`src/rtl/program_loader.sv`:
```
// Boot-time loader: assembles a 16-bit word stream into 32-bit instructions,
// writes them to instruction memory, verifies the stream checksum, and
// releases the processor from reset only after a clean load.
//
// Ports:
//   clk          system clock, all state changes on the rising edge
//   rst          synchronous active-low reset
//   i_start      one-cycle load request (honoured in IDLE, DONE, ERR)
//   i_valid      i_data carries a stream word
//   i_data       16-bit stream word
//   o_ready      registered; loader accepts a word this cycle
//   o_mem_we     instruction-memory write strobe (one cycle per instruction)
//   o_mem_addr   instruction-memory word address
//   o_mem_wdata  instruction, {high half, low half}
//   o_cpu_hold   1 keeps the processor in reset
//   o_done       level, last load succeeded
//   o_error      level, last load failed
//   o_count      instructions written in the current/last load
module program_loader #(
    parameter int unsigned ADDR_W    = 12,
    parameter int unsigned BASE_ADDR = 0
) (
    input  logic              clk,
    input  logic              rst,
    input  logic              i_start,
    input  logic              i_valid,
    input  logic [15:0]       i_data,
    output logic              o_ready,
    output logic              o_mem_we,
    output logic [ADDR_W-1:0] o_mem_addr,
    output logic [31:0]       o_mem_wdata,
    output logic              o_cpu_hold,
    output logic              o_done,
    output logic              o_error,
    output logic [ADDR_W:0]   o_count
);

    typedef enum logic [2:0] {
        S_IDLE,
        S_HDR,
        S_HI,
        S_LO,
        S_CHK,
        S_DONE,
        S_ERR
    } state_e;

    // Largest instruction count that fits between BASE_ADDR and the top
    // of memory; wide enough that the comparison never truncates.
    localparam logic [32:0] LIMIT = (33'd1 << ADDR_W) - 33'(BASE_ADDR);
    localparam logic [ADDR_W-1:0] BASE = ADDR_W'(BASE_ADDR);
    localparam logic [ADDR_W:0] CNT_ONE = (ADDR_W+1)'(1);

    state_e              state_q, state_d;
    logic                ready_q, ready_d;
    logic                we_q, we_d;
    logic [ADDR_W-1:0]   addr_q, addr_d;
    logic [31:0]         wdata_q, wdata_d;
    logic [ADDR_W:0]     count_q, count_d;
    logic [15:0]         n_q, n_d;
    logic [15:0]         hi_q, hi_d;
    logic [15:0]         acc_q, acc_d;

    logic                accept;
    logic                start_ok;
    logic                last_pair;
    logic [32:0]         cnt_next_w;

    assign accept     = i_valid & ready_q;
    assign start_ok   = i_start & ((state_q == S_IDLE) |
                                   (state_q == S_DONE) |
                                   (state_q == S_ERR));
    assign cnt_next_w = 33'(count_q) + 33'd1;
    // The instruction being completed by this LO accept is the N-th one.
    assign last_pair  = (cnt_next_w == 33'(n_q));

    // State register plus datapath registers.
    always_ff @(posedge clk) begin
        if (!rst) begin
            state_q <= S_IDLE;
            ready_q <= 1'b0;
            we_q    <= 1'b0;
            addr_q  <= '0;
            wdata_q <= '0;
            count_q <= '0;
            n_q     <= '0;
            hi_q    <= '0;
            acc_q   <= '0;
        end else begin
            state_q <= state_d;
            ready_q <= ready_d;
            we_q    <= we_d;
            addr_q  <= addr_d;
            wdata_q <= wdata_d;
            count_q <= count_d;
            n_q     <= n_d;
            hi_q    <= hi_d;
            acc_q   <= acc_d;
        end
    end

    // Next-state logic.
    always_comb begin
        state_d = state_q;
        unique case (state_q)
            S_IDLE, S_DONE, S_ERR: begin
                if (i_start) begin
                    state_d = S_HDR;
                end
            end
            S_HDR: begin
                if (accept) begin
                    if (33'(i_data) > LIMIT) begin
                        state_d = S_ERR;
                    end else if (i_data == 16'd0) begin
                        state_d = S_CHK;
                    end else begin
                        state_d = S_HI;
                    end
                end
            end
            S_HI: begin
                if (accept) begin
                    state_d = S_LO;
                end
            end
            S_LO: begin
                if (accept) begin
                    state_d = last_pair ? S_CHK : S_HI;
                end
            end
            S_CHK: begin
                if (accept) begin
                    state_d = (i_data == acc_q) ? S_DONE : S_ERR;
                end
            end
            default: begin
                state_d = S_IDLE;
            end
        endcase
    end

    // Datapath next-state: word capture, checksum, write scheduling.
    always_comb begin
        we_d    = 1'b0;
        addr_d  = addr_q;
        wdata_d = wdata_q;
        count_d = count_q;
        n_d     = n_q;
        hi_d    = hi_q;
        acc_d   = acc_q;
        // Ready is registered, so it follows the state being entered.
        ready_d = (state_d == S_HDR) | (state_d == S_HI) |
                  (state_d == S_LO)  | (state_d == S_CHK);
        if (start_ok) begin
            count_d = '0;
            acc_d   = '0;
        end
        if (accept) begin
            unique case (state_q)
                S_HDR: begin
                    n_d   = i_data;
                    acc_d = i_data;
                end
                S_HI: begin
                    hi_d  = i_data;
                    acc_d = acc_q ^ i_data;
                end
                S_LO: begin
                    acc_d   = acc_q ^ i_data;
                    we_d    = 1'b1;
                    // count_q is the 0-based index of this instruction.
                    addr_d  = BASE + count_q[ADDR_W-1:0];
                    wdata_d = {hi_q, i_data};
                    count_d = count_q + CNT_ONE;
                end
                default: begin
                end
            endcase
        end
    end

    // FSM outputs.
    always_comb begin
        o_done     = (state_q == S_DONE);
        o_error    = (state_q == S_ERR);
        o_cpu_hold = (state_q != S_DONE);
    end

    assign o_ready     = ready_q;
    assign o_mem_we    = we_q;
    assign o_mem_addr  = addr_q;
    assign o_mem_wdata = wdata_q;
    assign o_count     = count_q;

endmodule

```
`config.mk`:
```
export PLATFORM = sky130hd
export DESIGN_NAME = program_loader
export DESIGN_NICKNAME = d
export VERILOG_FILES = /design/src/rtl/program_loader.sv
export SDC_FILE = /design/constraint.sdc
export NUM_CORES = 1
export LEC_CHECK = 0
export CAP_MARGIN = 40
export CORE_MARGIN = 3
export CORE_UTILIZATION = 54
export DETAILED_ROUTE_END_ITERATION = 6
export HOLD_SLACK_MARGIN = 0.12
export PLACE_DENSITY = 0.9
export SYNTH_ARGS = -nofsm -noshare
export SYNTH_HDL_FRONTEND = slang
export SYNTH_SLANG_ARGS = --single-unit
```
`constraint.sdc`:
```
create_clock -name clk -period 2.8 [get_ports clk]
set_clock_uncertainty 0.1 [all_clocks]
set_input_delay 0.7 -clock clk [delete_from_list [all_inputs] [get_ports clk]]
set_output_delay 0.7 -clock clk [all_outputs]
set_load 0.02 [all_outputs]
```
# Yosys cells after proc, flatten, opt, wreduce, memory -nomap -nowiden
# Index checks and enable logic that the tools add are counted.
[totals]
romBits = 0
latch_bits = 0
mem_count = 0
ramBits = 0
elab_cells = 58
reg_bits = 110
output_inout_bits = 62
[op_classes]
add_sub_neg = 2
n_mul = 0
n_lt_le_gt_ge = 1
n_bitwise = 8
n_eq_ne = 13
n_div = 0
n_shift = 0
reduce_logical = 8
mux = 17
[op_table]
columns = ["cell", "count"]
rows = [
  ["2-to-1 mux 13 bit", 3],
  ["2-to-1 mux 16 bit", 2],
  ["one-hot mux 16 bit (2 select lines)", 1],
  ["2-to-1 mux 3 bit", 8],
  ["equality test 14 x 16 -> 1 bit", 1],
  ["equality test 16 bit", 1],
  ["> comparator 16 x 13 -> 1 bit (second input constant)", 1],
  ["logical NOT 16 bit", 1],
  ["XOR 16 bit", 1],
  ["one-hot mux 3 bit (5 select lines)", 1],
  ["adder 13 x 1 -> 14 bit (second input constant)", 1],
  ["adder 13 x 1 -> 13 bit (second input constant)", 1],
  ["equality test 3 x 2 -> 1 bit (second input constant)", 4],
  ["equality test 3 bit (second input constant)", 4],
  ["AND reduction 2 bit", 4],
  ["equality test 3 x 1 -> 1 bit (second input constant)", 2],
  ["bitwise OR 1 bit", 5],
  ["logical NOT 3 bit", 1],
  ["!= test 3 bit (second input constant)", 1],
  ["OR reduction 3 bit", 1],
  ["AND 1 bit", 2],
  ["2-to-1 mux 2 bit", 1],
  ["OR reduction 2 bit", 1],
  ["2-to-1 mux 1 bit", 1],
]

# Depth between registers and ports, before layout
# Gate-level depths: netlist of the first run.
[logic_depth]
word_depth = 9
depth_mapped = 9

# Worst setup path before layout of the first run
# Ideal clock, no wire load.
[synth_timing]
path_type = "register -> register"
from = "reg count_q[1] (netlist: o_count[1])"
to = "reg state_q[1]"
setup_time_ns = 0.122
n_path_buf = 1
slack_ns = 0.250
arrival_ns = 2.328
t_required_ns = 2.578
path_stages_with_launch = 10
cell_sequence = "dfxtp_1 -> ha_1 -> nand3_2 -> buf_2 -> o41ai_2 -> o211a_1 -> nand4_1 -> nor4_2 -> nor2_1 -> o311a_1"
[synth_via]
elab_chain_len = 5
[synth_lines]
columns = ["element", "line_no", "rtl"]
rows = [
  ["start, declared", "59", "logic [ADDR_W:0] count_q, count_d;"],
  ["start signal, assigned", "95", "count_q <= count_d;"],
  ["adder 13 x 1 -> 14 bit", "73", "assign cnt_next_w = 33'(count_q) + 33'd1;"],
  ["equality test 14 x 16 -> 1 bit", "75", "assign last_pair = (cnt_next_w == 33'(n_q));"],
  ["2-to-1 mux 3 bit", "129", "state_d = last_pair ? S_CHK : S_HI;"],
  ["2-to-1 mux 3 bit", "128", "if (accept) begin"],
  ["one-hot mux 3 bit (5 select lines)", "105", "unique case (state_q)"],
  ["end signal, assigned", "90", "state_q <= state_d;"],
  ["end, declared", "54", "state_e state_q, state_d;"],
]
# No other way between the ends.
# A chain may end at the register's enable or synchronous reset.

# Final worst setup path of the first run
[layout_timing]
from = "reg state_q[0]"
to = "out o_done"
[layout_via]
elab_chain_len = 1
[layout_lines]
columns = ["element", "line_no", "rtl"]
rows = [
  ["equality test 3 bit", "185", "o_done = (state_q == S_DONE);"],
  ["end, declared", "33", "output logic o_done,"],
]
# No other way between the ends.

==> summary.md, run 1 <==
| Metric | Value |
|---|---|
| Flop2flop setup slack | 0.19 ns |
| Setup violators final | 0 |
| Synth unique cells | ~60 |
| Placed instance count | 867 |
| Min setup slack post-route | 0.156 ns |
| Mapped Nets | between 600 and 700 |
| Fill count | 717 |
| Final GP Congestion | approximately 0.91 |
| GRT Total Usage | 0.265 |
| Mapped Area | 0.00514 mm² |
| Part of the power in the clock network | 0.326 |
| # IOs | 82 |
| DR pass1 iterations | 5 |
| Synth area leaders | dfxtp_1, nand2_1, a21oi_1 |
| Top cell type's share of synthesized area | 0.429 |
| Critical Path, Cell by Cell | nor2b_2 > nand2_1 > inv_1 > clkdlybuf4s50_1 |
| Nets | 773 |
| Post-synthesis average cell area | 7.62 µm² |
| Least-Margin Pin Slew | approximately 0.62 ns |
| Core Area | 0.00898 mm² |
| Commonest cells after routing, fill and taps aside | nand2_1, dfxtp_1, a21oi_1 |
| Clock-pin transition on the worst setup and hold timing paths | 0.11 ns |
| Count of final hold-check violations | 0 |
| Global-route wire length before repair | 23,700 µm |
| Status | finished clean |
| Max-slew violation count | 0 |
| Pleak | 0.00227 µW |
| Setup tns final | 0 ns |
| Clock buffer depth | 2 |
| Vias in the first global route | 4,956 |
| Place WS | -0.0677 ns |
| Switching power | 797 µW |
| Die ar. | between 0.01 and 0.015 mm² |
| Period utilization | 0.944 |
| Register area share after synthesis | 0.429 |
| Number of synthesized flops with an enable pin | 0 |
| Wire per inst | 16.1 µm |
| Crit path max-delay family | buffers and inverters |
| Diode count | 0 |
| Req. time, crit path | 2.00 ns |
| Grt ovf | 0 |
| Worst r2r path cells | 8 |
| PortBufs | 81 |
| Largest net degree at the start of global routing | 60 |
| Synth warn | 0 |
| H-tree depth | 3 |
| CTS tree | yes |
| Post-detailed-route count of antenna-violating nets | 0 |
| Cells after Synth | 674 |
| Async set-reset flop share out of synthesis | 0 |
| 1st-iter DRT viols | 351 |
| Num CTS Buffers | 9 |
| Layout cells sized above 1 | 0.106 |
| Post-Layout Cell Count | 883 |
| Minimum clock period | 2.64 ns |
| Sw Share | 0.276 |
| Max transition margin | 0.585 |
| Power Total | approximately 2900 µW |
| Final wirelength | 14,200 µm |
| Critical Path End Type | output port |
| Largest area contributor in the netlist | dfxtp_1 |
| Die X | approximately 100 µm |
| Worst hold stages | 2 |
| Max-cap viol count | 0 |
| VDD IR max | 0.000318 V |
| Dpl hpwl | 10,300 µm |
| Die Y | 104 µm |
| Int Power | between 2000 and 2500 µW |
| Synthesis-stage register bit count | 110 |
| Flop pwr share | 0.558 |
| Critical path fanouts, max | 10 |
| Main synth FF type | dfxtp_1 |
| Worst Hold Class | reg2reg |
| Skew-Pair Late Insertion Delay | roughly 0.38 ns |
| Initial core utilization | 0.572 |
| CP Launch Type | register |
| Root Buffer | clkbuf_8 |
| Critical Setup Path Class | reg2out |
| Max Clk Rate | 0.378 GHz |
| Commonest non-fill, non-tap cell in the layout | nand2_1 |
| Combinational share of power | 0.116 |
| Residual DRC count | 0 |
| Worst path bufs/invs | 2 |
| Hold buffers post-CTS | 0 |
| Sink Count | 110 |
| Initial antenna violation count | 0 |
| CP arrival | 1.84 ns |
| Via Count | 5,037 |
| CP Depth | 4 |
| Critical path's slowest cell | clkdlybuf4s50_1 |
| Rows | 34 |
| Via density | about 5.7 |
| Pwr per Cell Area | 450 mW/mm² |
| Max stage delay on crit path | about 0.59 ns |
| Area growth, synth to finish | 25.3% |
| RSZ-0062 raised after global routing | no |
| Min Hold Slack | 0.355 ns |
through the flow:
step / cell area, µm² / utilization
CTS: 6420 / 0.716
floorplan: 5140 / -
global route: 6430 / 0.717
finish: 6430 / 0.717
global placement: 6230 / 0.695
detailed placement: 6230 / 0.695
flip-flops by register name, indices dropped and copies added (netlist names):
name	cells
o_mem_wdata	32
acc_q	16
hi_q	16
n_q	16
o_count	13
o_mem_addr	12
state_q	3
o_mem_we	1
o_ready	1
synthesized netlist by cell type (2+ instances only):
master	number
buf_4	2
and4_1	2
o22ai_1	6
nand2_1	179
nor4_1	11
nand2b_1	5
and2_1	4
nor2b_1	3
clkbuf_1	49
mux2i_1	5
nor2_1	32
xnor2_1	14
dfxtp_1	110
or4_1	2
a21oi_1	84
buf_2	5
o211ai_1	3
nor3b_1	3
inv_1	9
nand3b_1	2
buf_1	4
o21ai_0	52
nand4_1	3
and3b_1	2
xor2_1	23
nand3_1	10
a22oi_1	14
nor3_1	3
final timing paths:
| kind | startpoint | endpoint |
|---|---|---|
| worst max register to register | o_count[3]$_SDFF_PN0_ | state_q[1]$_SDFF_PN0_ |
| worst max-delay path | state_q[0]$_SDFF_PN0_ | o_done |
| worst min-delay path | hi_q[3]$_SDFFE_PN0P_ | o_mem_wdata[19]$_SDFFE_PN0P_ |
| worst min register to register | hi_q[3]$_SDFFE_PN0P_ | o_mem_wdata[19]$_SDFFE_PN0P_ |
final cells by class:
type | count | area [µm²] | area share
Sequential cell | 110 | 2200 | 0.343
Multi-Input combinational cell | 492 | 2660 | 0.414
Clock buffer | 11 | 141 | 0.0220
Tap cell | 126 | 158 | 0.0245
Inverter | 10 | 37.5 | 0.00583
Timing Repair Buffer | 129 | 1180 | 0.184
Clock inverter | 5 | 46.3 | 0.00720
kinds of logic after synthesis:
logic type	count (synthesis)	synth area share
AND/OR/NAND/NOR	271	0.240
buffers and inverters	72	0.0570
multiplexers	6	0.0119
flip-flops	110	0.429
adder cells (fa/ha/maj)	1	0.00244
XOR/XNOR	37	0.0631
AO/OA/AOI/OAI	177	0.197
power by group through the flow:
stage	Combinational (µW)	Sequential [µW]	Clock [µW]
floorplan	202	1640	0
global placement	321	1650	0
detailed placement	329	1650	0
CTS	332	1610	944
global route	367	1620	1010
finish	336	1610	944
timing repair:
item / 4_1_cts / 5_1_grt
setup endpoints to repair: 1 / 3
cloned: 0 / 0
gates resized for setup: 1 / 3
buffers inserted: 0 / 0
worst min-delay path, cell delays in order, from the launching register on:
cell     delay [ns]
dfxtp_1        0.32
nand2_1        0.05
a21oi_1        0.05
layer usage:
metal	up-vias	GRT usage	share of wire
li1	2433	-	-
met2	205	0.454	0.49
met1	2366	0.334	0.42
met5	-	0	0
met4	0	0.0969	0.023
met3	33	0.0498	0.067
Note: power is estimated with default switching activity, not from simulation.
==> run 2, diff against run 1 <==
Settings changed: CAP_MARGIN 40 to default.
==> results of run 2 <==
The final DEF is identical to that of run 1; final timing and power are the same.
==> run 3, diff against run 2 <==
Settings changed: CTS_CLUSTER_SIZE from default to 20.
==> results of run 3 <==
The final DEF is identical to that of run 1; final timing and power are the same.
